--- config.mk ---
export PLATFORM = sky130hd
export DESIGN_NAME = fifo_write_arbiter
export DESIGN_NICKNAME = d
export VERILOG_FILES = /design/src/rtl/fifo_write_arbiter.sv
export SDC_FILE = /design/constraint.sdc
export NUM_CORES = 1
export LEC_CHECK = 0
export CORE_ASPECT_RATIO = 0.9
export CORE_MARGIN = 3
export CORE_UTILIZATION = 45
export DETAILED_ROUTE_END_ITERATION = 12
export DONT_BUFFER_PORTS = 1
export PLACE_DENSITY = 0.64
export SYNTH_ARGS = -nofsm -noshare
export SYNTH_HDL_FRONTEND = slang
export SYNTH_SLANG_ARGS = --single-unit
--- constraint.sdc ---
create_clock -name clk -period 3 [get_ports clk]
set_clock_uncertainty 0.2 [all_clocks]
set_input_delay 0 -clock clk [delete_from_list [all_inputs] [get_ports clk]]
set_output_delay 0 -clock clk [all_outputs]
set_load 0.01 [all_outputs]
--- src/rtl/fifo_write_arbiter.sv ---
// fifo_write_arbiter: round-robin arbiter sharing one synchronous FIFO write
// port between NUM_REQ producers. A granted producer keeps the port until its
// burst ends (req_last) or MAX_BURST beats have been written.
// Optional build macro FIFO_ARB_STATS_EN adds the beat_count/stall_count outputs.
//
// state    | meaning
// ---------+-----------------------------------------------------------
// ST_IDLE  | no owner; pick next requester starting at rr_ptr
// ST_GRANT | grant_id owns the FIFO write port until release
module fifo_write_arbiter #(
   parameter int NUM_REQ    = 4,
   parameter int DATA_WIDTH = 8,
   parameter int MAX_BURST  = 8
) (
   input  logic                          clk,
   input  logic                          reset,
   input  logic [NUM_REQ-1:0]            req_valid,
   input  logic [NUM_REQ*DATA_WIDTH-1:0] req_data,
   input  logic [NUM_REQ-1:0]            req_last,
   output logic [NUM_REQ-1:0]            req_ready,
   input  logic                          fifo_full,
   output logic                          fifo_wr_en,
   output logic [DATA_WIDTH-1:0]         fifo_data_in,
   output logic [$clog2(NUM_REQ)-1:0]    grant_id,
   output logic                          busy
`ifdef FIFO_ARB_STATS_EN
   ,
   output logic [31:0]                   beat_count,
   output logic [31:0]                   stall_count
`endif
);

   localparam int GW = $clog2(NUM_REQ);
   localparam int CW = $clog2(MAX_BURST + 1);

   localparam logic ST_IDLE  = 1'b0;
   localparam logic ST_GRANT = 1'b1;

   logic                  state;
   logic [GW-1:0]         rr_ptr;
   logic [CW-1:0]         beat_cnt;

   logic                  pick_found;
   logic [GW-1:0]         pick_id;
   logic [GW-1:0]         cand;
   logic [GW-1:0]         rr_next;
   logic                  in_grant;
   logic                  burst_end;
   logic                  release_now;
   logic [DATA_WIDTH-1:0] slice [NUM_REQ];

   for (genvar i = 0; i < NUM_REQ; i++) begin : g_slice
      assign slice[i] = req_data[i*DATA_WIDTH +: DATA_WIDTH];
   end

   // Round-robin search: first valid requester at or after rr_ptr.
   always_comb begin
      pick_found = 1'b0;
      pick_id    = '0;
      cand       = '0;
      for (int k = 0; k < NUM_REQ; k++) begin
         cand = GW'((int'(rr_ptr) + k) % NUM_REQ);
         if (!pick_found && req_valid[cand]) begin
            pick_found = 1'b1;
            pick_id    = cand;
         end
      end
   end

   assign in_grant     = (state == ST_GRANT);
   assign fifo_wr_en   = in_grant & req_valid[grant_id] & ~fifo_full;
   assign fifo_data_in = fifo_wr_en ? slice[grant_id] : '0;
   assign burst_end    = (int'(beat_cnt) + 1 == MAX_BURST);
   assign release_now  = fifo_wr_en & (req_last[grant_id] | burst_end);
   assign rr_next      = (grant_id == GW'(NUM_REQ - 1)) ? '0 : grant_id + 1'b1;

   // Only the owner sees ready, and only while the FIFO can take a beat.
   always_comb begin
      req_ready = '0;
      if (in_grant && !fifo_full) begin
         req_ready[grant_id] = 1'b1;
      end
   end

   // Arbitration FSM: one idle cycle to pick, then hold until release.
   always_ff @(posedge clk) begin
      if (reset) begin
         state    <= ST_IDLE;
         rr_ptr   <= '0;
         grant_id <= '0;
         beat_cnt <= '0;
         busy     <= 1'b0;
      end else begin
         case (state)
            ST_IDLE: begin
               if (pick_found) begin
                  grant_id <= pick_id;
                  busy     <= 1'b1;
                  state    <= ST_GRANT;
               end
            end
            default: begin
               if (release_now) begin
                  rr_ptr   <= rr_next;
                  beat_cnt <= '0;
                  busy     <= 1'b0;
                  state    <= ST_IDLE;
               end else if (fifo_wr_en) begin
                  beat_cnt <= beat_cnt + 1'b1;
               end
            end
         endcase
      end
   end

`ifdef FIFO_ARB_STATS_EN
   // Free-running statistics; a stall is an owner with data blocked by full.
   always_ff @(posedge clk) begin
      if (reset) begin
         beat_count  <= '0;
         stall_count <= '0;
      end else begin
         if (fifo_wr_en) begin
            beat_count <= beat_count + 32'd1;
         end
         if (in_grant && req_valid[grant_id] && fifo_full) begin
            stall_count <= stall_count + 32'd1;
         end
      end
   end
`endif

endmodule
### Word level (Yosys, flattened, before mapping)

Cells that the tools add are included.

| storage, ports and cells | value |
|---|---|
| flip-flop bits (word level) | 10 |
| output and inout port bits | 16 |

| cells by class | value |
|---|---|
| magnitude comparators | 7 |
| equal/unequal tests | 3 |
| muxes and demuxes | 36 |
| bitwise operators | 7 |
| reduce and logical (&&, ||, !) cells | 15 |
| $add $sub $neg | 6 |

Operators by type and width:

| kind | number |
|---|---|
| 2-to-1 mux 8 bit | 3 |
| 2-to-1 mux 1 bit | 17 |
| binary-select mux 8 bit (select 2 bit) | 1 |
| less-than comparator 2 x 3 -> 1 bit (second input constant) | 5 |
| binary-select mux 1 bit (select 2 bit) | 6 |
| 2-to-1 mux 4 bit | 3 |
| 2-to-1 mux 2 bit | 5 |
| AND reduction 2 bit | 4 |
| adder 4 x 1 -> 5 bit (second input constant) | 1 |
| == test 5 x 4 -> 1 bit (second input constant) | 1 |
| logical AND 1 bit | 5 |
| adder 2 x 1 -> 2 bit (second input constant) | 2 |
| adder 2 bit (second input constant) | 2 |
| adder 4 x 1 -> 4 bit (second input constant) | 1 |
| zero test 1 bit | 4 |
| nonzero test 2 bit | 2 |
| bitwise AND 1 bit | 3 |
| greater-or-equal comparator 3 bit (second input constant) | 1 |
| NOT 2 -> 3 bit | 1 |
| demux 1 bit (select 2 bit) | 1 |
| == test 2 bit (second input constant) | 1 |
| greater-or-equal comparator 2 x 1 -> 1 bit (second input constant) | 1 |
| != test 2 x 1 -> 1 bit (second input constant) | 1 |
| NOT 1 bit | 2 |
| OR 1 bit | 1 |

### Logic depth before layout (Yosys ltp)

| depth | value |
|---|---|
| depth after elaboration | 14 |
| mapped depth | 5 |
| mapped depth without buffers | 5 |

### Worst setup path before layout

No wires, ideal clock.

| timing | value |
|---|---|
| path kind | reg-to-reg |
| from | register grant_id[0] |
| to | register rr_ptr[0] |
| buffers on the path | 0 |
| data arrival time | 1.687 ns |
| stages on the path, launching flop included | 5 |
| required time | 2.679 ns |
| setup slack | 0.993 ns |
| library setup time | 0.121 ns |
| cells stage by stage | dfxtp_1 > mux4_1 > a21oi_1 > nor2_1 > mux2_2 |

| between the ends | value |
|---|---|
| longest elaborated chain between the ends | 6 |
| elaborated cells on any way between the ends | 12 |
| those cells by class | add/sub: 1; eq/ne: 1; mux: 5; bitwise: 4; reduce/logical: 1 |

RTL lines:

| item | RTL line | RTL |
|---|---|---|
| start, declared | 24 | `output logic [$clog2(NUM_REQ)-1:0] grant_id,` |
| start signal, assigned | 97 | `grant_id <= pick_id;` |
| binary-select mux 1 bit (select 2 bit) | 71 | `assign fifo_wr_en = in_grant & req_valid[grant_id] & ~fifo_full;` |
| 2-to-1 mux 1 bit (implied by the code) | 71 |  |
| bitwise AND 1 bit (2 in a row) | 71 |  |
| bitwise AND 1 bit | 74 | `assign release_now = fifo_wr_en & (req_last[grant_id] \| burst_end);` |
| AND reduction 2 bit (no line) | -- |  |
| end signal, assigned | 104 | `rr_ptr <= rr_next;` |
| end, declared | 40 | `logic [GW-1:0] rr_ptr;` |

Parallel ways exist; a longest one is shown, timed or not. The select of a mux whose other input is x is not followed.
A chain may end at the register's enable or synchronous reset.

### Worst setup path after layout

| timing | value |
|---|---|
| from | input req_valid[1] |
| to | register grant_id[1] |

| between the ends | value |
|---|---|
| longest elaborated chain between the ends | 13 |
| elaborated cells on any way between the ends | 23 |
| those cells by class | mux: 16; reduce/logical: 7 |

RTL lines:

| item | RTL line | RTL |
|---|---|---|
| start, declared | 17 | `input logic [NUM_REQ-1:0] req_valid,` |
| binary-select mux 1 bit (select 2 bit) | 63 | `if (!pick_found && req_valid[cand]) begin` |
| 2-to-1 mux 1 bit (implied by the code) | 63 |  |
| 2-to-1 mux 1 bit | 63 |  |
| zero test 1 bit | 63 |  |
| logical AND 1 bit | 63 |  |
| 2-to-1 mux 1 bit | 63 |  |
| zero test 1 bit | 63 |  |
| logical AND 1 bit | 63 |  |
| 2-to-1 mux 1 bit | 63 |  |
| zero test 1 bit | 63 |  |
| logical AND 1 bit | 63 |  |
| 2-to-1 mux 1 bit | 63 |  |
| AND reduction 2 bit (no line) | -- |  |

Parallel ways exist; a longest one is shown, timed or not. The select of a mux whose other input is x is not followed.

==> reports/qor.yml <==
status: "completed"
post_cts_buffers: 0
vias: 762
cts_tree: "done"
critPathKind: "in -> reg"
final_area_mm2: 0.00104
ys_types: 32
worstMarginPinSlew_ps: 658
cap_violations: 0
vias_per_cell: 6.05
drive_above_1_share: 0.167
n_antenna_cell: 0
worstPathRequired_ps: 2950
drt-total-wl_um: 2290
pwr_density_cell_mw_per_mm2: 382
hold_violations: 0
max_freq_ghz: 0.375
grt_max_degree: 15
nNetsFinal: 151
hold_slack_ps: 126
insertion_delay_ps: 270
clock-sinks: 10
fillers: 159
io_buffers: 0
slew_violations: 0
crit_arrival_ps: 2620
peakVddDrop_mv: 0.279
seq_area_frac_synth: 0.229
synth_top_cell_area_share: 0.232
grt_overflow: 0
htree_num_levels: 1
initial_core_util: 0.499
synth.area.top_cells: "mux4_2 (23%), dfxtp_1 (23%), ha_1 (7.2%)"
fp.coreArea_mm2: 0.00175
drc: 0
cts_made_buffers: 3
first_pass_iters: 4
fp.dieH_um: 47.8
min_period_over_period: 0.889
clock_path_buffers: 2
syn_inst: 90
gr-usage-all-layers: 0.186
antenna_found_initial: 0
dieArea_mm2: 0.00251
die_x_um: 52.5
setup_viol: 0
min_period_ps: 2670
leakage_nw: 0.418
tns_ps: 0
yosys_warnings: 0
avgRoutedWirePerCell_um: 18.1
grt_pass1_wl_um: 3400
gp_congestion: 0.824
areaGrowthSynthToFinish_pct: 18.9
avgSynthCellArea_um2: 9.72
ys_seq_elements: 10
rows: 14
drt_iter0_drc: 19
io-pin-count: 59
dpl_cell_area_um2: 903
path_max_fanout: 4
post_cts_resized: 0
yosys.area.top_type: "mux4_2"
slew-limit-headroom: 0.556
grt_pass1_vias: 702
start_kind: "input pin"
syn_area_um2: 875
ant_nets: 0
hpwl_um: 1770
clockRootBuffer: "clkbuf_4"
cp-end-kind: "flip-flop"
rsz0062_at_grt: "false"
hold_buffers: 10
clk_pin_slew_worst_paths_ps: 60
syn-num-nets: 138
hp-class: "in -> reg"
power.total_mw: 0.397
[flip-flops by register name, indices dropped and copies added, names as in the netlist]
register / count
in_grant: 1
beat_cnt: 4
rr_ptr: 2
grant_id: 2
busy: 1
[routing by layer]
metal / share of wire / track usage
met3: 0.093 / 0.0280
met5: 0 / 0
met1: 0.40 / 0.245
met2: 0.49 / 0.327
met4: 0.0096 / 0.0459
[critical path, stage by stage]
cell	delay [ps]
dlygate4sd3_1	600
o41ai_1	660
a221o_1	190
dlygate4sd3_1	540
a21oi_1	50
dlygate4sd3_1	560
[power by group]
group	switching, mW	internal [mW]	leakage [nW]	total, mW
clock network	0.0473	0.0737	0.0210	0.121
registers	0.0128	0.142	0.0817	0.155
logic	0.0567	0.0646	0.316	0.121
total	0.117	0.280	0.418	0.397
[logic make-up (layout without fill, tap and decap cells)]
logic type	after synthesis	in the layout	synth area share
and+or+nand+nor	32	32	0.220
AOI/OAI and AO/OA	17	17	0.113
muxes	13	13	0.298
buffers and inverters	11	23	0.0486
DFF	10	10	0.229
adders and majority gates	5	5	0.0715
xor gates and xnor gates	2	2	0.0200
[cell usage after synthesis, drive strengths merged]
library cell  instances
a21o                  1
a21oi                 8
a221o                 1
a31oi                 1
and2                  4
and2b                 1
and3                  9
and4b                 1
buf                   2
clkbuf                2
dfxtp                10
ha                    5
inv                   7
mux2                  1
mux2i                 2
mux4                 10
nand2                 3
nand2b                3
nand3                 1
nand3b                1
nor2                  3
nor3                  4
o21ai                 4
o22ai                 1
o41ai                 1
or4                   1
or4b                  1
xnor2                 1
xor2                  1
[cell type report]
| class | instances | area [µm²] | area share |
|---|---|---|---|
| multi-input cells | 69 | 632 | 0.608 |
| repair buffers | 12 | 115 | 0.111 |
| inverters | 7 | 26.3 | 0.0253 |
| flip-flops and latches | 10 | 200 | 0.193 |
| well taps | 24 | 30.0 | 0.0289 |
| clock buffers | 4 | 36.3 | 0.0349 |
[per-stage QoR]
step                cells  utilization  worst slack [ps]
floorplan              90            -               993
global placement      112        0.516               916
detailed placement    112        0.516               825
CTS                   126        0.594               382
global route          126        0.594               221
finish                126        0.594               333
[final timing paths]
path | startpoint | endpoint | slack (ps) | cells past startpoint
setup reg to reg | grant_id[0] | beat_cnt[3] | 430 | 4
setup / recovery | req_valid[1] | grant_id[1] | 330 | 6
hold reg to reg | in_grant | in_grant | 310 | 2
hold / removal | req_last[3] | busy | 130 | 4
[layout by cell type (no fill, tap or decap), types with 3 or more instances in the layout]
cell type,synthesis,final
dlygate4sd3_1,0,10
o21ai_0,4,4
nor2_1,3,3
nand2b_1,3,3
dfxtp_1,10,10
and3_1,9,9
inv_1,7,7
and2_1,4,4
clkbuf_4,0,3
nor3_1,4,4
a21oi_1,8,8
mux4_2,9,9
ha_1,5,5
(Power assumes the default switching activity.)
